### src/rtl/systolic_pe_os_pkg.sv
// Shared definitions for the output-stationary systolic PE: default widths,
// multiplier latency bounds, pipeline tag type, accumulator actions and
// the signed-overflow helper shared with the array wrapper.
package systolic_pe_os_pkg;

  localparam int unsigned DEF_A_W     = 8;
  localparam int unsigned DEF_B_W     = 8;
  localparam int unsigned DEF_ACC_W   = 24;
  localparam int unsigned DEF_MUL_LAT = 1;
  // Legal multiplier pipeline depth range.
  localparam int unsigned MUL_LAT_MIN = 1;
  localparam int unsigned MUL_LAT_MAX = 4;

  // Tag travelling alongside each product through the multiplier pipeline.
  typedef struct packed {
    logic vld;
    logic last;
  } tag_t;

  // Action taken by the accumulator stage in a given cycle.
  typedef enum logic [1:0] {
    ACC_HOLD,
    ACC_ADD,
    ACC_TILE_END,
    ACC_FLUSH
  } acc_op_e;

  // Two's-complement add overflow from the operand and result sign bits.
  function automatic logic add_ovf(input logic sign_a, input logic sign_b,
                                   input logic sign_s);
    return (sign_a == sign_b) && (sign_s != sign_a);
  endfunction

  // True when a multiplier depth lies in the supported range.
  function automatic logic mul_lat_ok(input int unsigned lat);
    return (lat >= MUL_LAT_MIN) && (lat <= MUL_LAT_MAX);
  endfunction

endpackage

### src/rtl/systolic_pe_os_if.sv
// PE boundary bundle: west/north operand inputs, east/south forwarded
// operands, flush control, result and error outputs.
interface systolic_pe_os_if
  import systolic_pe_os_pkg::*;
#(
  parameter int unsigned A_W   = DEF_A_W,
  parameter int unsigned B_W   = DEF_B_W,
  parameter int unsigned ACC_W = DEF_ACC_W
);

  logic                    clr;
  logic signed [A_W-1:0]   a_in;
  logic                    a_vld_in;
  logic                    a_last_in;
  logic signed [B_W-1:0]   b_in;
  logic                    b_vld_in;

  logic signed [A_W-1:0]   a_out;
  logic                    a_vld_out;
  logic                    a_last_out;
  logic signed [B_W-1:0]   b_out;
  logic                    b_vld_out;

  logic signed [ACC_W-1:0] res_out;
  logic                    res_vld;
  logic                    res_sat;
  logic                    err_mis;

  // Upstream side: feeds operands and flush, observes everything the PE emits.
  modport master (
    output clr, a_in, a_vld_in, a_last_in, b_in, b_vld_in,
    input  a_out, a_vld_out, a_last_out, b_out, b_vld_out,
    input  res_out, res_vld, res_sat, err_mis
  );

  // PE side.
  modport slave (
    input  clr, a_in, a_vld_in, a_last_in, b_in, b_vld_in,
    output a_out, a_vld_out, a_last_out, b_out, b_vld_out,
    output res_out, res_vld, res_sat, err_mis
  );

endinterface

### src/rtl/systolic_pe_os_mul_pipe.sv
// MUL_LAT-stage signed multiplier with a matching vld/last tag shift
// register. A synchronous flush kills every in-flight tag; product data is
// left in place since it is never consumed without a valid tag.
// MUL_LAT must lie in MUL_LAT_MIN..MUL_LAT_MAX.
module pe_mul_pipe
  import systolic_pe_os_pkg::*;
#(
  parameter int unsigned A_W     = DEF_A_W,
  parameter int unsigned B_W     = DEF_B_W,
  parameter int unsigned MUL_LAT = DEF_MUL_LAT
) (
  input  logic                      clk,
  input  logic                      rst_n,
  input  logic                      flush_i,
  input  logic                      vld_i,
  input  logic                      last_i,
  input  logic signed [A_W-1:0]     a_i,
  input  logic signed [B_W-1:0]     b_i,
  output logic signed [A_W+B_W-1:0] p_o,
  output logic                      vld_o,
  output logic                      last_o
);

  localparam int unsigned PW = A_W + B_W;

  logic signed [PW-1:0] prod_q [MUL_LAT];
  tag_t                 tag_q  [MUL_LAT];

  // Product and tag shift register; stage 0 captures the issue.
  always_ff @(posedge clk or negedge rst_n) begin
    if (!rst_n) begin
      for (int unsigned i = 0; i < MUL_LAT; i++) begin
        prod_q[i] <= '0;
        tag_q[i]  <= '0;
      end
    end else if (flush_i) begin
      for (int unsigned i = 0; i < MUL_LAT; i++) begin
        tag_q[i] <= '0;
      end
    end else begin
      prod_q[0] <= PW'(a_i) * PW'(b_i);
      tag_q[0]  <= tag_t'{vld: vld_i, last: vld_i & last_i};
      for (int unsigned i = 1; i < MUL_LAT; i++) begin
        prod_q[i] <= prod_q[i-1];
        tag_q[i]  <= tag_q[i-1];
      end
    end
  end

  assign p_o    = prod_q[MUL_LAT-1];
  assign vld_o  = tag_q[MUL_LAT-1].vld;
  assign last_o = tag_q[MUL_LAT-1].last;

endmodule

### src/rtl/systolic_pe_os.sv
// Output-stationary systolic PE: forwards operands east/south with one
// cycle of delay, multiplies matched operand pairs, accumulates with
// optional saturation and emits one self-clearing result per tile.
module systolic_pe_os
  import systolic_pe_os_pkg::*;
#(
  parameter int unsigned A_W     = DEF_A_W,
  parameter int unsigned B_W     = DEF_B_W,
  parameter int unsigned ACC_W   = DEF_ACC_W,
  parameter int unsigned MUL_LAT = DEF_MUL_LAT,
  parameter bit          SAT_EN  = 1'b1
) (
  input  logic           clk,
  input  logic           rst_n,
  systolic_pe_os_if.slave pe
);

  localparam int unsigned PW = A_W + B_W;
  localparam logic signed [ACC_W-1:0] ACC_MAX = {1'b0, {(ACC_W-1){1'b1}}};
  localparam logic signed [ACC_W-1:0] ACC_MIN = {1'b1, {(ACC_W-1){1'b0}}};

  // ---------------- operand forwarding ----------------
  logic signed [A_W-1:0] a_q;
  logic                  a_vld_q;
  logic                  a_last_q;
  logic signed [B_W-1:0] b_q;
  logic                  b_vld_q;

  // One-cycle operand forwarding, untouched by clr or MAC activity.
  always_ff @(posedge clk or negedge rst_n) begin
    if (!rst_n) begin
      a_q      <= '0;
      a_vld_q  <= 1'b0;
      a_last_q <= 1'b0;
      b_q      <= '0;
      b_vld_q  <= 1'b0;
    end else begin
      a_q      <= pe.a_in;
      a_vld_q  <= pe.a_vld_in;
      a_last_q <= pe.a_last_in;
      b_q      <= pe.b_in;
      b_vld_q  <= pe.b_vld_in;
    end
  end

  assign pe.a_out      = a_q;
  assign pe.a_vld_out  = a_vld_q;
  assign pe.a_last_out = a_last_q;
  assign pe.b_out      = b_q;
  assign pe.b_vld_out  = b_vld_q;

  // ---------------- issue and multiplier ----------------
  logic                 issue;
  logic                 mis;
  logic signed [PW-1:0] p;
  logic                 p_vld;
  logic                 p_last;

  assign issue = pe.a_vld_in & pe.b_vld_in;
  assign mis   = pe.a_vld_in ^ pe.b_vld_in;

  // clr also flushes the multiplier, which covers an issue in the clr cycle.
  pe_mul_pipe #(
    .A_W    (A_W),
    .B_W    (B_W),
    .MUL_LAT(MUL_LAT)
  ) u_mul (
    .clk    (clk),
    .rst_n  (rst_n),
    .flush_i(pe.clr),
    .vld_i  (issue),
    .last_i (pe.a_last_in),
    .a_i    (pe.a_in),
    .b_i    (pe.b_in),
    .p_o    (p),
    .vld_o  (p_vld),
    .last_o (p_last)
  );

  // ---------------- accumulator stage ----------------
  logic signed [ACC_W-1:0] acc_q, acc_d;
  logic                    tile_sat_q, tile_sat_d;
  logic signed [ACC_W-1:0] res_q, res_d;
  logic                    res_sat_q, res_sat_d;
  logic                    res_vld_q, res_vld_d;
  logic                    err_q, err_d;

  logic signed [ACC_W-1:0] p_ext;
  logic signed [ACC_W-1:0] sum_raw;
  logic signed [ACC_W-1:0] sum;
  logic                    ovf;
  logic                    sat_hit;
  acc_op_e                 acc_op;

  // Adder with optional clamp, and selection of the accumulator action.
  always_comb begin
    p_ext   = ACC_W'(p);
    sum_raw = acc_q + p_ext;
    ovf     = add_ovf(acc_q[ACC_W-1], p_ext[ACC_W-1], sum_raw[ACC_W-1]);
    sat_hit = SAT_EN && ovf;
    sum     = sum_raw;
    if (sat_hit) begin
      sum = acc_q[ACC_W-1] ? ACC_MIN : ACC_MAX;
    end

    acc_op = ACC_HOLD;
    if (pe.clr) begin
      acc_op = ACC_FLUSH;
    end else if (p_vld) begin
      acc_op = p_last ? ACC_TILE_END : ACC_ADD;
    end
  end

  // Next state for accumulator, tile saturation, result and error flag.
  always_comb begin
    acc_d      = acc_q;
    tile_sat_d = tile_sat_q;
    res_d      = res_q;
    res_sat_d  = res_sat_q;
    res_vld_d  = 1'b0;
    err_d      = pe.clr ? 1'b0 : (err_q | mis);

    unique case (acc_op)
      ACC_FLUSH: begin
        acc_d      = '0;
        tile_sat_d = 1'b0;
      end
      ACC_ADD: begin
        acc_d      = sum;
        tile_sat_d = tile_sat_q | sat_hit;
      end
      // Restarting from zero here lets the next tile follow with no gap.
      ACC_TILE_END: begin
        res_d      = sum;
        res_sat_d  = tile_sat_q | sat_hit;
        res_vld_d  = 1'b1;
        acc_d      = '0;
        tile_sat_d = 1'b0;
      end
      default: ;
    endcase
  end

  // Accumulator, result and error registers.
  always_ff @(posedge clk or negedge rst_n) begin
    if (!rst_n) begin
      acc_q      <= '0;
      tile_sat_q <= 1'b0;
      res_q      <= '0;
      res_sat_q  <= 1'b0;
      res_vld_q  <= 1'b0;
      err_q      <= 1'b0;
    end else begin
      acc_q      <= acc_d;
      tile_sat_q <= tile_sat_d;
      res_q      <= res_d;
      res_sat_q  <= res_sat_d;
      res_vld_q  <= res_vld_d;
      err_q      <= err_d;
    end
  end

  assign pe.res_out = res_q;
  assign pe.res_vld = res_vld_q;
  assign pe.res_sat = res_sat_q;
  assign pe.err_mis = err_q;

endmodule

### src/flat_wrapper.sv
// flat-port wrapper written by rule: the top's interface ports become plain ports
module systolic_pe_os_flat import systolic_pe_os_pkg::*;
#(
  parameter int unsigned A_W     = DEF_A_W,
  parameter int unsigned B_W     = DEF_B_W,
  parameter int unsigned ACC_W   = DEF_ACC_W,
  parameter int unsigned MUL_LAT = DEF_MUL_LAT,
  parameter bit          SAT_EN  = 1'b1
)
  (clk, rst_n, pe_clr, pe_a_in, pe_a_vld_in, pe_a_last_in, pe_b_in, pe_b_vld_in, pe_a_out, pe_a_vld_out, pe_a_last_out, pe_b_out, pe_b_vld_out, pe_res_out, pe_res_vld, pe_res_sat, pe_err_mis);
  systolic_pe_os_if #(.A_W(A_W), .B_W(B_W), .ACC_W(ACC_W)) pe_i ();
  input  logic clk;
  input  logic rst_n;
  input wire logic [$bits(pe_i.clr)-1:0] pe_clr;
  input wire logic [$bits(pe_i.a_in)-1:0] pe_a_in;
  input wire logic [$bits(pe_i.a_vld_in)-1:0] pe_a_vld_in;
  input wire logic [$bits(pe_i.a_last_in)-1:0] pe_a_last_in;
  input wire logic [$bits(pe_i.b_in)-1:0] pe_b_in;
  input wire logic [$bits(pe_i.b_vld_in)-1:0] pe_b_vld_in;
  output wire logic [$bits(pe_i.a_out)-1:0] pe_a_out;
  output wire logic [$bits(pe_i.a_vld_out)-1:0] pe_a_vld_out;
  output wire logic [$bits(pe_i.a_last_out)-1:0] pe_a_last_out;
  output wire logic [$bits(pe_i.b_out)-1:0] pe_b_out;
  output wire logic [$bits(pe_i.b_vld_out)-1:0] pe_b_vld_out;
  output wire logic [$bits(pe_i.res_out)-1:0] pe_res_out;
  output wire logic [$bits(pe_i.res_vld)-1:0] pe_res_vld;
  output wire logic [$bits(pe_i.res_sat)-1:0] pe_res_sat;
  output wire logic [$bits(pe_i.err_mis)-1:0] pe_err_mis;
  assign pe_i.clr = pe_clr;
  assign pe_i.a_in = pe_a_in;
  assign pe_i.a_vld_in = pe_a_vld_in;
  assign pe_i.a_last_in = pe_a_last_in;
  assign pe_i.b_in = pe_b_in;
  assign pe_i.b_vld_in = pe_b_vld_in;
  assign pe_a_out = pe_i.a_out;
  assign pe_a_vld_out = pe_i.a_vld_out;
  assign pe_a_last_out = pe_i.a_last_out;
  assign pe_b_out = pe_i.b_out;
  assign pe_b_vld_out = pe_i.b_vld_out;
  assign pe_res_out = pe_i.res_out;
  assign pe_res_vld = pe_i.res_vld;
  assign pe_res_sat = pe_i.res_sat;
  assign pe_err_mis = pe_i.err_mis;
  systolic_pe_os #(.A_W(A_W), .B_W(B_W), .ACC_W(ACC_W), .MUL_LAT(MUL_LAT), .SAT_EN(SAT_EN)) u_core (.clk(clk), .rst_n(rst_n), .pe(pe_i));
endmodule
### config.mk
export PLATFORM = sky130hd
export DESIGN_NAME = systolic_pe_os_flat
export DESIGN_NICKNAME = d
export VERILOG_FILES = /design/src/rtl/systolic_pe_os_pkg.sv /design/src/rtl/systolic_pe_os_if.sv /design/src/rtl/systolic_pe_os_mul_pipe.sv /design/src/rtl/systolic_pe_os.sv /design/src/flat_wrapper.sv
export SDC_FILE = /design/constraint.sdc
export NUM_CORES = 1
export LEC_CHECK = 0
export ABC_AREA = 0
export ABC_CLOCK_PERIOD_IN_PS = 4000
export CAP_MARGIN = 15
export CORE_MARGIN = 8
export CORE_UTILIZATION = 50
export DETAILED_ROUTE_END_ITERATION = 8
export PLACE_DENSITY = 0.71
export SKIP_CTS_REPAIR_TIMING = 1
export SKIP_LAST_GASP = 1
export SLEW_MARGIN = 10
export SYNTH_ARGS = -nofsm -noshare
export SYNTH_HDL_FRONTEND = slang
export SYNTH_SLANG_ARGS = --single-unit
### constraint.sdc
create_clock -name clk -period 4 [get_ports clk]
set_input_delay 0.8 -clock clk [delete_from_list [all_inputs] [get_ports clk]]
set_output_delay 0.8 -clock clk [all_outputs]
set_load 0.02 [all_outputs]
==> metrics.yaml, run 1 <==
detailed_routing:
  drtIter0Drc: 237
  drt_first_pass_iters: 5
  post_drt_wl_per_cell_microns: 15.9
  ant_nets: 0
  vias_per_cell: 5.26
  drc_errors: 0
  wl_mm: 17.1
  vias: 5629
sta:
  rsz0062_at_grt: "true"
  tns_ns: -1.68
  setup-violations-final: 7
  finClkSkew_ns: 0.00942
  slew_headroom: 0.377
  fin_crit_ns: 4.40
  setup_slack_ns: -0.398
  fmax_mhz: 227
  worst_pin_slew_ns: 0.935
  hold_viol: 0
  min_period_over_period: 1.10
  maxSlewViolCount: 0
power:
  p_leak_uw: 0.00447
  power.density_nw_per_um2: 649
  ir_drop_mv: 0.321
status:
  failed_checks: "setup timing"
  outcome: "finished with violations"
yosys:
  synth_nets: 843
  ys_ff_latch: 89
  synth_edf_count: 0
  syn-instance-count: 711
  synth.most_common_cell: "inv_1"
  synth.avg_cell_area_sq_um: 9.56
  synthTopCellsByArea: "dfrtp_1, fa_1, ha_1, inv_1, and2_1"
  seq_area_frac_synth: 0.328
  syn_area_sq_um: 6800
  synth_top_cell_by_area: "dfrtp_1"
  synth_top_cell_area_share: 0.328
  synth_warnings: 0
  synth-main-ff-cell: "dfrtp_1"
  synth_common_cells: "inv_1, dfrtp_1, nand2_1"
  async_flop_share: 1.00
  synth_cell_types: 48
critical_path:
  startpoint_type: "input port"
  endpoint_kind: "flip-flop"
  path_buf_inv: 5
  cp_common_cell: "inv_1"
  cp_data_arrival_time_ns: 4.66
  cp_max_fo: 7
  required_ns: 4.26
  critPathKind: "in2reg"
  worstReg2RegStart: "u_core.u_mul.p_o[15]"
  max_stage_delay_ns: 0.54
  critPathTopFamily: "adder cells"
  cp_slowest_cell: "fa_1"
  startpoint: "pe_a_in[2]"
  path_cells: "buf_4, buf_4, and2_1, ha_2, fa_1, ha_1, inv_1, fa_1, inv_1, ha_2, inv_1, fa_2, nor2b_4, o21ai_4, a21boi_2, o21ai_2, a21boi_2, o2111ai_2, and3_1, o31ai_2"
clocking:
  clock_sinks: 89
  clk_latency_ns: 0.35
  cts_max_path_buffers: 2
  cts-buffers-inserted: 9
  cts-root-buf: "clkbuf_16"
  htree_levels: 3
  cts_tree: "done"
  clk_pin_slew_ns: 0.06
place:
  dpl.hpwl_mm: 13.0
  portBuffers: 67
  gp_congestion: 0.874
  placed_area_sq_um: 8520
cells_and_area:
  diodes: 0
  final_area_sq_um: 9130
  area_growth_pct: 34.3
  drive_gt1_frac: 0.261
  fin_nets: 1022
grt:
  grt_pass1_vias: 5961
  grt_usage: 0.188
  grt_remaining_overflow: 0
  antenna_found_initial: 0
  grt_pass1_wl_mm: 27.3
  grt_max_degree: 74
floorplanning:
  core_area_sq_um: 13200
  fp.dieW_microns: 133
  rows: 42
  initial_utilization: 0.513
  die_y_microns: 133
  io_pins: 68
  dieArea_sq_um: 17600
hold_path:
  hold_path_startpoint: "u_core.pe.res_out[14]"
  min_path_type: "reg2reg"
run:
  max_cap_viol_count: 0
## layer usage
layer / global-route usage / part of all wire / up-vias / wire [microns]
met5: 0 / 0 / - / 0
met4: 0.0587 / 0.015 / 0 / 249
met3: 0.0481 / 0.049 / 22 / 843
met2: 0.337 / 0.51 / 133 / 8760
met1: 0.214 / 0.42 / 2763 / 7210
li1: - / - / 2711 / -
## layout by cell type (no fill, tap or decap), types with 6 or more instances in the layout
master and instances:
inv_1 87, nor2b_1 13, buf_4 116, o21ai_0 33, buf_6 12, a221o_1 8, dfrtp_1 89, nor2_1 42
clkdlybuf4s50_1 50, and2_1 32, and2_4 14, a22o_1 6, fa_1 53, a21o_1 11, ha_1 42, clkbuf_16 9
a21oi_1 36, o21a_1 7, xor2_1 8, nand2_1 73, ha_4 7, inv_2 13, xnor2_1 22
## stage by stage
| stage | cells | setup WS [ns] | utilization | total power, uW | hold WS (ns) |
|---|---|---|---|---|---|
| 6_report | 1071 | -0.398 | 0.689 | 5930 | 0.481 |
| 4_1_cts | 1064 | -0.925 | 0.667 | 5550 | 0.488 |
| 2_1_floorplan | 711 | -0.407 | - | 3270 | 0.445 |
| 3_5_place_dp | 1048 | -1.30 | 0.643 | 4610 | 0.475 |
| 5_1_grt | 1071 | -0.568 | 0.689 | 6420 | 0.502 |
| 3_3_place_gp | 1048 | -1.18 | 0.643 | 4490 | 0.463 |
## logic make-up (layout without fill, tap and decap cells)
group / Yosys count / count (layout) / synth area share
simple gates: 209 / 209 / 0.148
compound gates: 151 / 151 / 0.145
buf+inv: 115 / 299 / 0.0641
fa+ha+maj: 110 / 110 / 0.265
flops: 89 / 89 / 0.328
xor+xnor: 30 / 30 / 0.0387
mux: 7 / 7 / 0.0112
## flip-flops by register name, summed over array words and instances, names as in the netlist
signal	count
u_core.acc_q	24
u_core.pe.a_last_out	1
u_core.pe.a_out	8
u_core.pe.a_vld_out	1
u_core.pe.b_out	8
u_core.pe.b_vld_out	1
u_core.pe.err_mis	1
u_core.pe.res_out	24
u_core.pe.res_sat	1
u_core.pe.res_vld	1
u_core.tile_sat_q	1
u_core.u_mul.last_o	1
u_core.u_mul.p_o	16
u_core.u_mul.vld_o	1
## power by group
part | internal, uW | switching [uW]
combinational | 1890 | 1930
clock | 548 | 369
sequential | 1080 | 109
## tightest hold or removal path, stage by stage (launching register included)
cell     delay [ns]
dfrtp_1        0.34
nand2_1        0.05
o21ai_0        0.06
## worst paths after layout
| kind | endpoint | slack [ns] | cells past startpoint |
|---|---|---|---|
| setup / recovery | u_core.u_mul.p_o[14] | -0.40 | 20 |
| hold / removal | u_core.pe.res_out[14] | 0.48 | 2 |
| setup reg to reg | u_core.acc_q[16] | 0.11 | 16 |
| hold reg to reg | u_core.pe.res_out[14] | 0.48 | 2 |
| max in group asynchronous | u_core.pe.a_out[7] | 2.61 | 2 |
| min in group asynchronous | u_core.pe.a_vld_out | 0.59 | 1 |
## area by class of cell
class / count / area, sq um
clock inverter: 5 / 78.8
inverter: 101 / 382
multi-input combinational: 507 / 4440
sequential: 89 / 2230
clock buffer: 11 / 233
tap: 176 / 220
fill: 1036 / 4110
timing repair buffer: 182 / 1540
(Power assumes the default switching activity.)
==> run 2, diff against run 1 <==
--- a/config.mk
+++ b/config.mk
@@ -10,7 +10,9 @@
 export CAP_MARGIN = 15
 export CORE_MARGIN = 8
 export CORE_UTILIZATION = 50
+export CTS_BUF_LIST = sky130_fd_sc_hd__clkbuf_8
 export DETAILED_ROUTE_END_ITERATION = 8
+export GPL_ROUTABILITY_DRIVEN = 0
 export PLACE_DENSITY = 0.71
 export SKIP_CTS_REPAIR_TIMING = 1
 export SKIP_LAST_GASP = 1
==> metrics.yaml, run 2 (same netlist as run 1, synthesis figures left out) <==
floorplanning:
  dieArea_sq_um: 17600
  die_y_microns: 133
  fp.dieW_microns: 133
  core_area_sq_um: 13200
  rows: 42
  io_pins: 68
  initial_utilization: 0.513
detailed_routing:
  drt_first_pass_iters: 4
  ant_nets: 0
  drc_errors: 0
  vias: 5571
  drtIter0Drc: 275
  post_drt_wl_per_cell_microns: 15.0
  vias_per_cell: 5.26
  wl_mm: 15.9
power:
  ir_drop_mv: 0.283
  power.density_nw_per_um2: 629
  p_leak_uw: 0.00440
sta:
  min_period_over_period: 1.06
  fin_crit_ns: 4.25
  hold_viol: 0
  maxSlewViolCount: 0
  rsz0062_at_grt: "true"
  setup_slack_ns: -0.246
  worst_pin_slew_ns: 0.501
  fmax_mhz: 236
  finClkSkew_ns: 0.0191
  slew_headroom: 0.666
  setup-violations-final: 6
critical_path:
  required_ns: 4.24
  worstReg2RegStart: "u_core.u_mul.p_o[15]"
  endpoint_kind: "flip-flop"
  startpoint: "pe_a_in[7]"
  rr_worst_depth: 14
  reg2reg_slack_ns: 0.14
  max_stage_delay_ns: 0.60
  cp_slowest_cell: "fa_2"
  critPathKind: "in2reg"
  startpoint_type: "input port"
  path_cells: "buf_8, and2_4, fa_2, inv_4, fa_1, inv_2, fa_1, inv_2, fa_1, inv_2, ha_4, and3_4, a31oi_4, a31oi_1, a21oi_1, xnor2_1, mux2i_1"
  cp_max_fo: 7
  cp_data_arrival_time_ns: 4.49
cells_and_area:
  area_growth_pct: 33.0
  final_cells: 1060
  mostFrequentLayoutCell: "buf_4"
  diodes: 0
  layout_common_cells: "buf_4, dfrtp_1, inv_1"
  drive_gt1_frac: 0.251
  fin_nets: 1011
  final_area_sq_um: 9040
status:
  outcome: "finished with violations"
  failed_checks: "setup timing"
clocking:
  clk_pin_slew_ns: 0.09
  cts_max_path_buffers: 2
  cts-buffers-inserted: 9
  cts-root-buf: "clkbuf_8"
  clock_sinks: 89
  htree_levels: 3
  cts_tree: "done"
  clk_latency_ns: 0.38
place:
  placed_area_sq_um: 8440
  dpl.hpwl_mm: 12.4
  portBuffers: 67
  placed_cells: 1036
  dp_slack_ns: -1.28
run:
  max_cap_viol_count: 0
grt:
  antenna_found_initial: 0
  grt_usage: 0.182
  grt_remaining_overflow: 0
  grt_pass1_wl_mm: 26.6
  grt_pass1_vias: 5810
  grt_max_degree: 90
hold_path:
  min_path_type: "in2async"
## run 2: cell count changes in the layout (fill, tap and decap cells not counted), sizes merged
cell    delta
buf       -15
clkinv     +1
clkbuf     +3
## run 2: critical path, delay by kind of cell
kind	cells	cell delay, ns
buffers and inverters	5	0.29
AO/OA/AOI/OAI	3	0.46
adder cells (fa/ha/maj)	5	2.37
XOR/XNOR	1	0.14
multiplexers	1	0.08
AND/OR/NAND/NOR	2	0.35
## run 2: through the flow
step	hold slack, ns	total power (uW)	TNS, ns	util
after floorplan	0.445	3270	-1.81	-
after global placement	0.461	4400	-9.50	0.637
after detailed placement	0.469	4510	-12.28	0.637
after CTS	0.487	5250	-9.54	0.654
after global routing	0.380	6170	-2.06	0.682
final	0.357	5690	-1.13	0.682
## run 2: path summary, 6_finish.rpt
kind                                   endpoint
min in group clk               u_core.acc_q[15]
hold reg to reg                u_core.acc_q[15]
hold / removal              u_core.pe.a_vld_out
max in group asynchronous  u_core.u_mul.p_o[15]
setup / recovery           u_core.u_mul.p_o[15]
setup reg to reg                u_core.acc_q[8]
## run 2: power breakdown
group / internal, uW / total (uW) / switching, uW
Clock: 372 / 717 / 344
Sequential: 1080 / 1190 / 110
Combinational: 1880 / 3780 / 1910
Total: 3320 / 5690 / 2360
## run 2: metal layers
layer | wire (microns) | part of all wire | track usage | vias to the layer above
li1 | - | - | - | 2687
met1 | 6980 | 0.44 | 0.218 | 2714
met2 | 7820 | 0.49 | 0.307 | 136
met3 | 739 | 0.046 | 0.0431 | 34
met4 | 375 | 0.024 | 0.0744 | 0
met5 | 0 | 0 | 0 | -
## run 2: layout make-up
cell class | count | area (sq um)
Fill cell | 1019 | 4210
Inverter | 101 | 384
Clock inverter | 6 | 90.1
Multi-Input combinational cell | 507 | 4470
Clock buffer | 10 | 138
Tap cell | 176 | 220
Timing Repair Buffer | 171 | 1510
Sequential cell | 89 | 2230
